File: src/rtl/alu_share_arbiter_if.sv
// Requester-side bundle for the shared ALU arbiter:
// request handshake with operands, and response handshake with result.
interface alu_share_arbiter_if #(
  parameter int DATA_W = 32,
  parameter int OP_W   = 3
);
  logic              req_valid;
  logic              req_ready;
  logic [OP_W-1:0]   req_op;
  logic [DATA_W-1:0] req_a;
  logic [DATA_W-1:0] req_b;
  logic              rsp_valid;
  logic              rsp_ready;
  logic [DATA_W-1:0] rsp_result;

  modport master (
    output req_valid, req_op, req_a, req_b, rsp_ready,
    input  req_ready, rsp_valid, rsp_result
  );

  modport slave (
    input  req_valid, req_op, req_a, req_b, rsp_ready,
    output req_ready, rsp_valid, rsp_result
  );
endinterface

File: src/rtl/alu_share_arbiter.sv
// Round-robin share of one combinational ALU between two requesters,
// with registered operands toward the ALU and registered results back.
module alu_share_arbiter #(
  parameter int DATA_W = 32,
  parameter int OP_W   = 3
) (
  input  logic              clk,
  input  logic              rst_n,
  alu_share_arbiter_if.slave p0,
  alu_share_arbiter_if.slave p1,
  input  logic              flush,
  output logic [OP_W-1:0]   alu_option,
  output logic [DATA_W-1:0] alu_a,
  output logic [DATA_W-1:0] alu_b,
  input  logic [DATA_W-1:0] alu_result
);

  typedef enum logic [1:0] {
    IDLE,
    EXEC,
    RESP
  } state_t;

  state_t            state;
  logic              last_grant;
  logic              owner;
  logic [DATA_W-1:0] res0;
  logic [DATA_W-1:0] res1;

  logic              rsp_done;
  logic              open;
  logic              gnt_any;
  logic              gnt;
  logic [OP_W-1:0]   sel_op;
  logic [DATA_W-1:0] sel_a;
  logic [DATA_W-1:0] sel_b;

  // A grant slot opens in IDLE, or in RESP once the owner takes its result.
  always_comb begin
    rsp_done = 1'b0;
    if (state == RESP)
      rsp_done = owner ? p1.rsp_ready : p0.rsp_ready;
    open    = !flush && (state == IDLE || rsp_done);
    gnt_any = open && (p0.req_valid || p1.req_valid);
    if (p0.req_valid && p1.req_valid)
      gnt = ~last_grant;
    else
      gnt = p1.req_valid;
    sel_op = gnt ? p1.req_op : p0.req_op;
    sel_a  = gnt ? p1.req_a  : p0.req_a;
    sel_b  = gnt ? p1.req_b  : p0.req_b;
  end

  assign p0.req_ready  = gnt_any && !gnt;
  assign p1.req_ready  = gnt_any && gnt;
  assign p0.rsp_valid  = (state == RESP) && !owner;
  assign p1.rsp_valid  = (state == RESP) && owner;
  assign p0.rsp_result = res0;
  assign p1.rsp_result = res1;

  always_ff @(posedge clk or negedge rst_n) begin
    if (!rst_n) begin
      state      <= IDLE;
      last_grant <= 1'b1;
      owner      <= 1'b0;
      alu_option <= '0;
      alu_a      <= '0;
      alu_b      <= '0;
      res0       <= '0;
      res1       <= '0;
    end else if (flush) begin
      state <= IDLE;
    end else begin
      unique case (state)
        IDLE, RESP: begin
          if (gnt_any) begin
            owner      <= gnt;
            last_grant <= gnt;
            alu_option <= sel_op;
            alu_a      <= sel_a;
            alu_b      <= sel_b;
            state      <= EXEC;
          end else if (rsp_done) begin
            state <= IDLE;
          end
        end
        EXEC: begin
          if (owner)
            res1 <= alu_result;
          else
            res0 <= alu_result;
          state <= RESP;
        end
        default: state <= IDLE;
      endcase
    end
  end

endmodule
File: src/flat_wrapper.sv
// flat-port wrapper written by rule: the top's interface ports become plain ports
module alu_share_arbiter_flat 
#(
  parameter int DATA_W = 32,
  parameter int OP_W   = 3
)
  (clk, rst_n, flush, alu_option, alu_a, alu_b, alu_result, p0_req_valid, p0_req_op, p0_req_a, p0_req_b, p0_rsp_ready, p0_req_ready, p0_rsp_valid, p0_rsp_result, p1_req_valid, p1_req_op, p1_req_a, p1_req_b, p1_rsp_ready, p1_req_ready, p1_rsp_valid, p1_rsp_result);
  alu_share_arbiter_if #(.DATA_W(DATA_W), .OP_W(OP_W)) p0_i ();
  alu_share_arbiter_if #(.DATA_W(DATA_W), .OP_W(OP_W)) p1_i ();
  input  logic clk;
  input  logic rst_n;
  input  logic flush;
  output logic [OP_W-1:0] alu_option;
  output logic [DATA_W-1:0] alu_a;
  output logic [DATA_W-1:0] alu_b;
  input  logic [DATA_W-1:0] alu_result;
  input wire logic [$bits(p0_i.req_valid)-1:0] p0_req_valid;
  input wire logic [$bits(p0_i.req_op)-1:0] p0_req_op;
  input wire logic [$bits(p0_i.req_a)-1:0] p0_req_a;
  input wire logic [$bits(p0_i.req_b)-1:0] p0_req_b;
  input wire logic [$bits(p0_i.rsp_ready)-1:0] p0_rsp_ready;
  output wire logic [$bits(p0_i.req_ready)-1:0] p0_req_ready;
  output wire logic [$bits(p0_i.rsp_valid)-1:0] p0_rsp_valid;
  output wire logic [$bits(p0_i.rsp_result)-1:0] p0_rsp_result;
  input wire logic [$bits(p1_i.req_valid)-1:0] p1_req_valid;
  input wire logic [$bits(p1_i.req_op)-1:0] p1_req_op;
  input wire logic [$bits(p1_i.req_a)-1:0] p1_req_a;
  input wire logic [$bits(p1_i.req_b)-1:0] p1_req_b;
  input wire logic [$bits(p1_i.rsp_ready)-1:0] p1_rsp_ready;
  output wire logic [$bits(p1_i.req_ready)-1:0] p1_req_ready;
  output wire logic [$bits(p1_i.rsp_valid)-1:0] p1_rsp_valid;
  output wire logic [$bits(p1_i.rsp_result)-1:0] p1_rsp_result;
  assign p0_i.req_valid = p0_req_valid;
  assign p0_i.req_op = p0_req_op;
  assign p0_i.req_a = p0_req_a;
  assign p0_i.req_b = p0_req_b;
  assign p0_i.rsp_ready = p0_rsp_ready;
  assign p0_req_ready = p0_i.req_ready;
  assign p0_rsp_valid = p0_i.rsp_valid;
  assign p0_rsp_result = p0_i.rsp_result;
  assign p1_i.req_valid = p1_req_valid;
  assign p1_i.req_op = p1_req_op;
  assign p1_i.req_a = p1_req_a;
  assign p1_i.req_b = p1_req_b;
  assign p1_i.rsp_ready = p1_rsp_ready;
  assign p1_req_ready = p1_i.req_ready;
  assign p1_rsp_valid = p1_i.rsp_valid;
  assign p1_rsp_result = p1_i.rsp_result;
  alu_share_arbiter #(.DATA_W(DATA_W), .OP_W(OP_W)) u_core (.clk(clk), .rst_n(rst_n), .p0(p0_i), .p1(p1_i), .flush(flush), .alu_option(alu_option), .alu_a(alu_a), .alu_b(alu_b), .alu_result(alu_result));
endmodule
File: config.mk
export PLATFORM = sky130hd
export DESIGN_NAME = alu_share_arbiter_flat
export DESIGN_NICKNAME = d
export VERILOG_FILES = /design/src/rtl/alu_share_arbiter_if.sv /design/src/rtl/alu_share_arbiter.sv /design/src/flat_wrapper.sv
export SDC_FILE = /design/constraint.sdc
export NUM_CORES = 1
export LEC_CHECK = 0
export ABC_AREA = 1
export CAP_MARGIN = 15
export CORE_UTILIZATION = 30
export CTS_BUF_LIST = sky130_fd_sc_hd__clkbuf_16
export CTS_CLUSTER_DIAMETER = 40
export DETAILED_ROUTE_END_ITERATION = 10
export GPL_TIMING_DRIVEN = 0
export PLACE_DENSITY = 0.6
export SLEW_MARGIN = 40
export SYNTH_ARGS = -nofsm -noshare
export SYNTH_HDL_FRONTEND = slang
export SYNTH_SLANG_ARGS = --single-unit
File: constraint.sdc
create_clock -name clk -period 5.4 [get_ports clk]
set_input_delay 1.62 -clock clk [delete_from_list [all_inputs] [get_ports clk]]
set_output_delay 1.62 -clock clk [all_outputs]
set_load 0.01 [all_outputs]
==> flow_summary.toml, run 1 <==
[worst_hold_path]
hold_path_depth = 2
hp-class = "reg2reg"

[die]
die_area_sq_um = 21200
dieWidth_microns = 146
ios = 308
die_y_microns = 146
rows = 52
initial_core_util_pct = 30.6
core_sq_um = 20200

[cells_and_area]
fillers = 1989
stdcell_count = 1398
areaGrowthSynthToFinish_pct = 65.4
regArea_sq_um = 3380
layout-drive-gt1-share_pct = 7.10
final_nets = 1286
multiInputGateArea_sq_um = 2370

[sta]
clock_skew_ns = 0.00888
drv_slew = 0
period_minus_slack_ns = 5.23
rsz0062_at_grt = "no"
setup_violations = 0
worst_pin_slew_ns = 0.604
setup_ws_ns = 0.170
final_hold_viol_count = 0
min_period_over_period_pct = 96.9
worst_slew_margin_rel_pct = 59.7
hold_slack_ns = 0.463
fmax_ghz = 0.191

[critical_path]
worstSetupPathType = "in2out"
required_ns = 3.78
cp.arrival_ns = 3.61
worstSetupEndpointType = "output pin"
r2r_cells = 7
critical_path.max_fanout = 10
cp-start-kind = "input port"

[synth]
netlist_instances = 786
synth_compound_area_share_pct = 5.17
synthTopCellsByArea = "dfrtp_1 54%, nand2_1 21%, nand3_1 11%"
synth_top_family_by_area = "simple AND/OR/NAND/NOR gates"
synth_top_area_share_pct = 54.1
ys_ff_latch = 135
synth-simple-area-share_pct = 33.0
synth_common_cells = "345 x nand2_1, 136 x nand3_1, 134 x dfrtp_1, 64 x o21ai_0, 39 x inv_1"
synth_edf_count = 0
synthFlopType = "dfrtp_1"
muxShareOfSynthArea_pct = 0
synth.most_common_cell = "nand2_1"
async_flop_share_pct = 100
avgSynthCellArea_sq_um = 7.88
synth_cell_types = 17
yosysTopAreaCell = "dfrtp_1"
yosysSeqAreaShare_pct = 54.6
synth_warnings = 0
synth_area_sq_um = 6190
synth_xor_area_share_pct = 0
synth_nets = 959
synthAdderAreaFrac_pct = 0

[global_routing]
antenna_found_initial = 3
grt_overflow_total = 0
grt_first_pass_wirelength_microns = 34800
grt_util_all_layers_pct = 21.2
grt_pass1_vias = 6298
grt_max_degree = 56

[clock_network]
htree_levels = 4
cts_root_buffer = "clkbuf_16"
insertion_delay_ns = 0.42
clkSinkCount = 135
cts_tree = "done"
cts_made_buffers = 17
path_clk_slew_ns = 0.06
cts_hold_buffers = 0
clockBufferDepth = 2

[routing]
drc = 0
firstDrtPassIters = 5
wl_per_cell_microns = 15.6
vias = 6337
drt_iter0_drc = 223
antenna_left = 0
drt-total-wl_microns = 21800
routed_via_density = 4.53

[place]
hpwlAfterDp_microns = 16700
dpl_worst_slack_ns = 0.0788
gp_congestion = 0.858
port_buffers = 306
dpl.cell_count = 1364

[power_and_ir_drop]
p_per_area_nw_per_um2 = 454
leakage_uw = 0.00503
ir_drop_mv = 0.178

[flow_run]
cap_violations = 0

[run_status]
status = "finished, final reports clean"
[cell usage in the layout (no fill, tap or decap), drive strengths merged]
cell type	instances
nand3	138
nand2	347
clkdlybuf4s50	305
clkbuf	33
nor2	7
buf	42
inv	43
bufinv	2
dfrtp	134
clkinvlp	2
dfstp	1
diode	2
o21ai	64
clkinv	8
[worst max-delay path, cell delays in order]
cell and delay (ns):
clkdlybuf4s50_1 0.42, nand2_1 0.18, nand2_2 0.14, buf_4 0.20, buf_4 0.17, inv_1 0.08
nand3_1 0.15, inv_1 0.08, clkdlybuf4s50_1 0.56
[area by class of cell]
class	instances	area share, %
antenna	2	0.0489
buffer	55	2.91
clock buffer	17	4.15
clock inverter	15	1.51
inverter	40	1.47
multi-input combinational	556	23.1
sequential	135	33.0
tap	270	3.30
timing repair buffer	308	30.5
[final timing paths]
| kind | start | to | slack, ns |
|---|---|---|---|
| min in group asynchronous | rst_n | u_core.p1.rsp_result[23] | 1.08 |
| setup / recovery | p0_req_valid | p1_req_ready | 0.17 |
| hold reg to reg | u_core.last_grant | u_core.last_grant | 0.46 |
| hold / removal | u_core.last_grant | u_core.last_grant | 0.46 |
| max in group asynchronous | rst_n | u_core.last_grant | 3.73 |
| setup reg to reg | u_core.last_grant | u_core.alu_b[10] | 3.71 |
[what timing repair did]
item | CTS | global route
setup buffers | 0 | 0
gates resized for setup | 0 | 1
endpoints found under the hold margin | 0 | 0
endpoints found under the setup margin | 0 | 1
[flip-flops by register name, indices dropped and copies added (netlist names)]
signal,cells
u_core.p0.rsp_result,32
u_core.owner,1
u_core.state,2
u_core.alu_a,32
u_core.last_grant,1
u_core.p1.rsp_result,32
u_core.alu_b,32
u_core.alu_option,3
[power by group]
group	leakage, uW	switching (uW)	internal (uW)	total [uW]
clock network	0.000285	467	681	1150
registers	0.00169	230	1420	1650
logic	0.00305	835	1020	1860
[layer usage]
layer,vias to the layer above,track usage [%],share of wire (%)
li1,3147,-,-
met1,2911,26.0,42
met2,242,34.6,47
met3,35,7.30,8.8
met4,2,7.74,2.5
met5,-,0,0.060
[cells by family (layout without fill, tap and decap cells)]
group	Yosys count	count (layout)
DFF	135	135
and+or+nand+nor	492	492
other	0	2
AOI/OAI and AO/OA	64	64
buffers and inverters	95	435
[stage by stage]
| step | utilization [%] | TNS, ns | instance area, sq um | total power, uW |
|---|---|---|---|---|
| global placement | 47.4 | -402.39 | 9600 | 3520 |
| finish | 50.6 | 0 | 10200 | 4650 |
| floorplan | - | 0 | 6190 | 2350 |
| CTS | 50.6 | 0 | 10200 | 4700 |
| detailed placement | 47.7 | 0 | 9660 | 3530 |
| global route | 50.6 | 0 | 10200 | 4950 |
No activity file was read; power rests on OpenSTA's default activity.
==> run 2, diff against run 1 <==
--- a/config.mk
+++ b/config.mk
@@ -13,6 +13,7 @@
 export DETAILED_ROUTE_END_ITERATION = 10
 export GPL_TIMING_DRIVEN = 0
 export PLACE_DENSITY = 0.6
+export RECOVER_POWER = 25
 export SLEW_MARGIN = 40
 export SYNTH_ARGS = -nofsm -noshare
 export SYNTH_HDL_FRONTEND = slang
==> run 2 against run 1 <==
Net effect:
- the flow now finishes with violations (capacitance limit, slew limit)
- fmax about the same
- combinational power is essentially flat
- clock power barely moved
- clock skew about the same
- non-clock buffer count unchanged
- cell area fell by 0.55%
- worst setup slack got worse by 0.0040 ns
- register-to-register slack is essentially flat
- via count rose by 0.11%
==> flow_summary.toml, run 2 (synthesis gave the netlist of run 1 again) <==
[routing]
routed_via_density = 4.54
wl_per_cell_microns = 15.6
drc = 0
antenna_left = 0
vias = 6344
drt_iter0_drc = 222
firstDrtPassIters = 5
drt-total-wl_microns = 21800

[clock_network]
htree_levels = 4
insertion_delay_ns = 0.42
cts_tree = "done"
post_cts_buffers = 0
cts_root_buffer = "clkbuf_16"
clkSinkCount = 135
path_clk_slew_ns = 0.06
clockBufferDepth = 2
cts_made_buffers = 17

[critical_path]
r2r_cells = 7
r2r_start = "u_core.last_grant"
critical_path.max_fanout = 10
worstSetupEndpointType = "output pin"
ff2ff_setup_slack_ns = 3.70
critical-path-slowest-cell = "clkdlybuf4s50_1"
cp.buffers_inverters = 6
required_ns = 3.78
worstSetupPathType = "in2out"
r2r_end = "u_core.alu_b[10]"
crit_chain = "clkdlybuf4s50_1 > nand2_1 > nand2_2 > buf_4 > buf_4 > inv_1 > nand3_1 > inv_1 > clkdlybuf4s50_1"
cp_top_family = "buffers and inverters"
crit_end = "p1_req_ready"
startpoint = "p0_req_valid"
worst-path-stages = 9
max_stage_delay_ns = 0.56
cp.arrival_ns = 3.61
cp-start-kind = "input port"

[cells_and_area]
final_nets = 1286
final_cell_mix = "344 x nand2_1, 305 x clkdlybuf4s50_1, 136 x nand3_1"
layout-drive-gt1-share_pct = 7.02
areaGrowthSynthToFinish_pct = 64.5
stdcell_count = 1398
final_common_cell = "nand2_1"

[global_routing]
grt_pass1_vias = 6298
grt_max_degree = 56
antenna_found_initial = 3
grt_overflow_total = 0
grt_util_all_layers_pct = 21.2
grt_first_pass_wirelength_microns = 34800

[place]
port_buffers = 306
dpl.cell_count = 1364
hpwlAfterDp_microns = 16700
gp_congestion = 0.858
dpl_worst_slack_ns = 0.0788

[die]
ios = 308
die_area_sq_um = 21200
die_y_microns = 146
initial_core_util_pct = 30.6
rows = 52
core_sq_um = 20200
dieWidth_microns = 146

[flow_run]
cap_violations = 1

[power_and_ir_drop]
ir_drop_mv = 0.178
clockPowerShare_pct = 24.7
intPower_uw = 3110
p_switching_uw = 1530
seqPwrFrac_pct = 35.5
p_sw_share_pct = 33.0
p_per_area_nw_per_um2 = 456
p_comb_share_pct = 39.8
leakage_uw = 0.00500

[worst_hold_path]
hp-class = "reg2reg"

[sta]
final_hold_viol_count = 0
fmax_ghz = 0.191
rsz0062_at_grt = "no"
drv_slew = 39
worst_slew_margin_rel_pct = -38.8
period_minus_slack_ns = 5.23
setup_tns_ns = 0
worst_pin_slew_ns = 2.08
clock_skew_ns = 0.00881
setup_ws_ns = 0.166
hold_slack_ns = 0.463
min_period_over_period_pct = 96.9
setup_violations = 0

[run_status]
violations = "capacitance limit, slew limit"
status = "complete, but fails checks"
-- run 2: cell types whose count changed in the layout (fill, tap and decap cells not counted), sizes merged --
cell,previous run,this run
clkbuf,33,36
buf,42,39
-- run 2: through the flow --
| step | area [sq um] | total power (uW) | utilization (%) |
|---|---|---|---|
| after floorplan | 6190 | 2350 | - |
| after CTS | 10200 | 4700 | 50.6 |
| after global routing | 10200 | 4950 | 50.3 |
| final | 10200 | 4650 | 50.3 |
| after global placement | 9600 | 3520 | 47.4 |
| after detailed placement | 9660 | 3530 | 47.7 |
-- run 2: routing by layer --
metal  share of wire (%)  routed length [microns]  global-route usage, %
met1                  42                     9060                   26.0
met5               0.060                       13                      0
met2                  47                    10300                   34.6
met3                 8.7                     1900                   7.30
met4                 2.4                      532                   7.74
-- run 2: worst min path at each step --
stage / start / to / slack [ns] / depth (start not counted)
3_3_place_gp: u_core.last_grant / u_core.last_grant / 0.45 / 2
4_1_cts: u_core.last_grant / u_core.last_grant / 0.46 / 2
6_report: u_core.last_grant / u_core.last_grant / 0.46 / 2
3_5_place_dp: u_core.last_grant / u_core.last_grant / 0.45 / 2
2_1_floorplan: u_core.last_grant / u_core.last_grant / 0.44 / 2
5_1_grt: u_core.last_grant / u_core.last_grant / 0.49 / 2
-- run 2: final cells by class --
class,count,area (sq um)
diodes,2,5.00
plain buffers,55,298
clock buffers,17,425
clock inverters,15,155
fillers,1995,10000
inverters,40,150
multi-input cells,556,2370
flip-flops and latches,135,3380
well taps,270,338
repair buffers,308,3070
-- run 2: tightest hold or removal path, stage by stage (launching register included) --
cell	delay [ns]
dfstp_2	0.37
nand2_1	0.05
nand2_1	0.04
-- run 2: what timing repair did --
| action | in CTS | in global routing |
|---|---|---|
| hold buffers | 0 | 0 |
| gates resized for setup | 0 | 1 |
| setup endpoints to repair | 0 | 1 |
| endpoints found under the hold margin | 0 | 0 |
-- run 2: power groups by stage --
stage	Clock [uW]	Combinational [uW]	Sequential (uW)
after floorplan	0	519	1830
after global placement	0	1860	1650
after detailed placement	0	1870	1660
after CTS	1170	1880	1650
after global routing	1210	2030	1700
final	1150	1850	1650
==> run 3, diff against run 2 <==
--- a/config.mk
+++ b/config.mk
@@ -6,7 +6,7 @@
 export NUM_CORES = 1
 export LEC_CHECK = 0
 export ABC_AREA = 1
-export CAP_MARGIN = 15
+export CAP_MARGIN = 10
 export CORE_UTILIZATION = 30
 export CTS_BUF_LIST = sky130_fd_sc_hd__clkbuf_16
 export CTS_CLUSTER_DIAMETER = 40
==> results of run 3 <==
Final layout, timing and power as in run 2 (identical DEF).
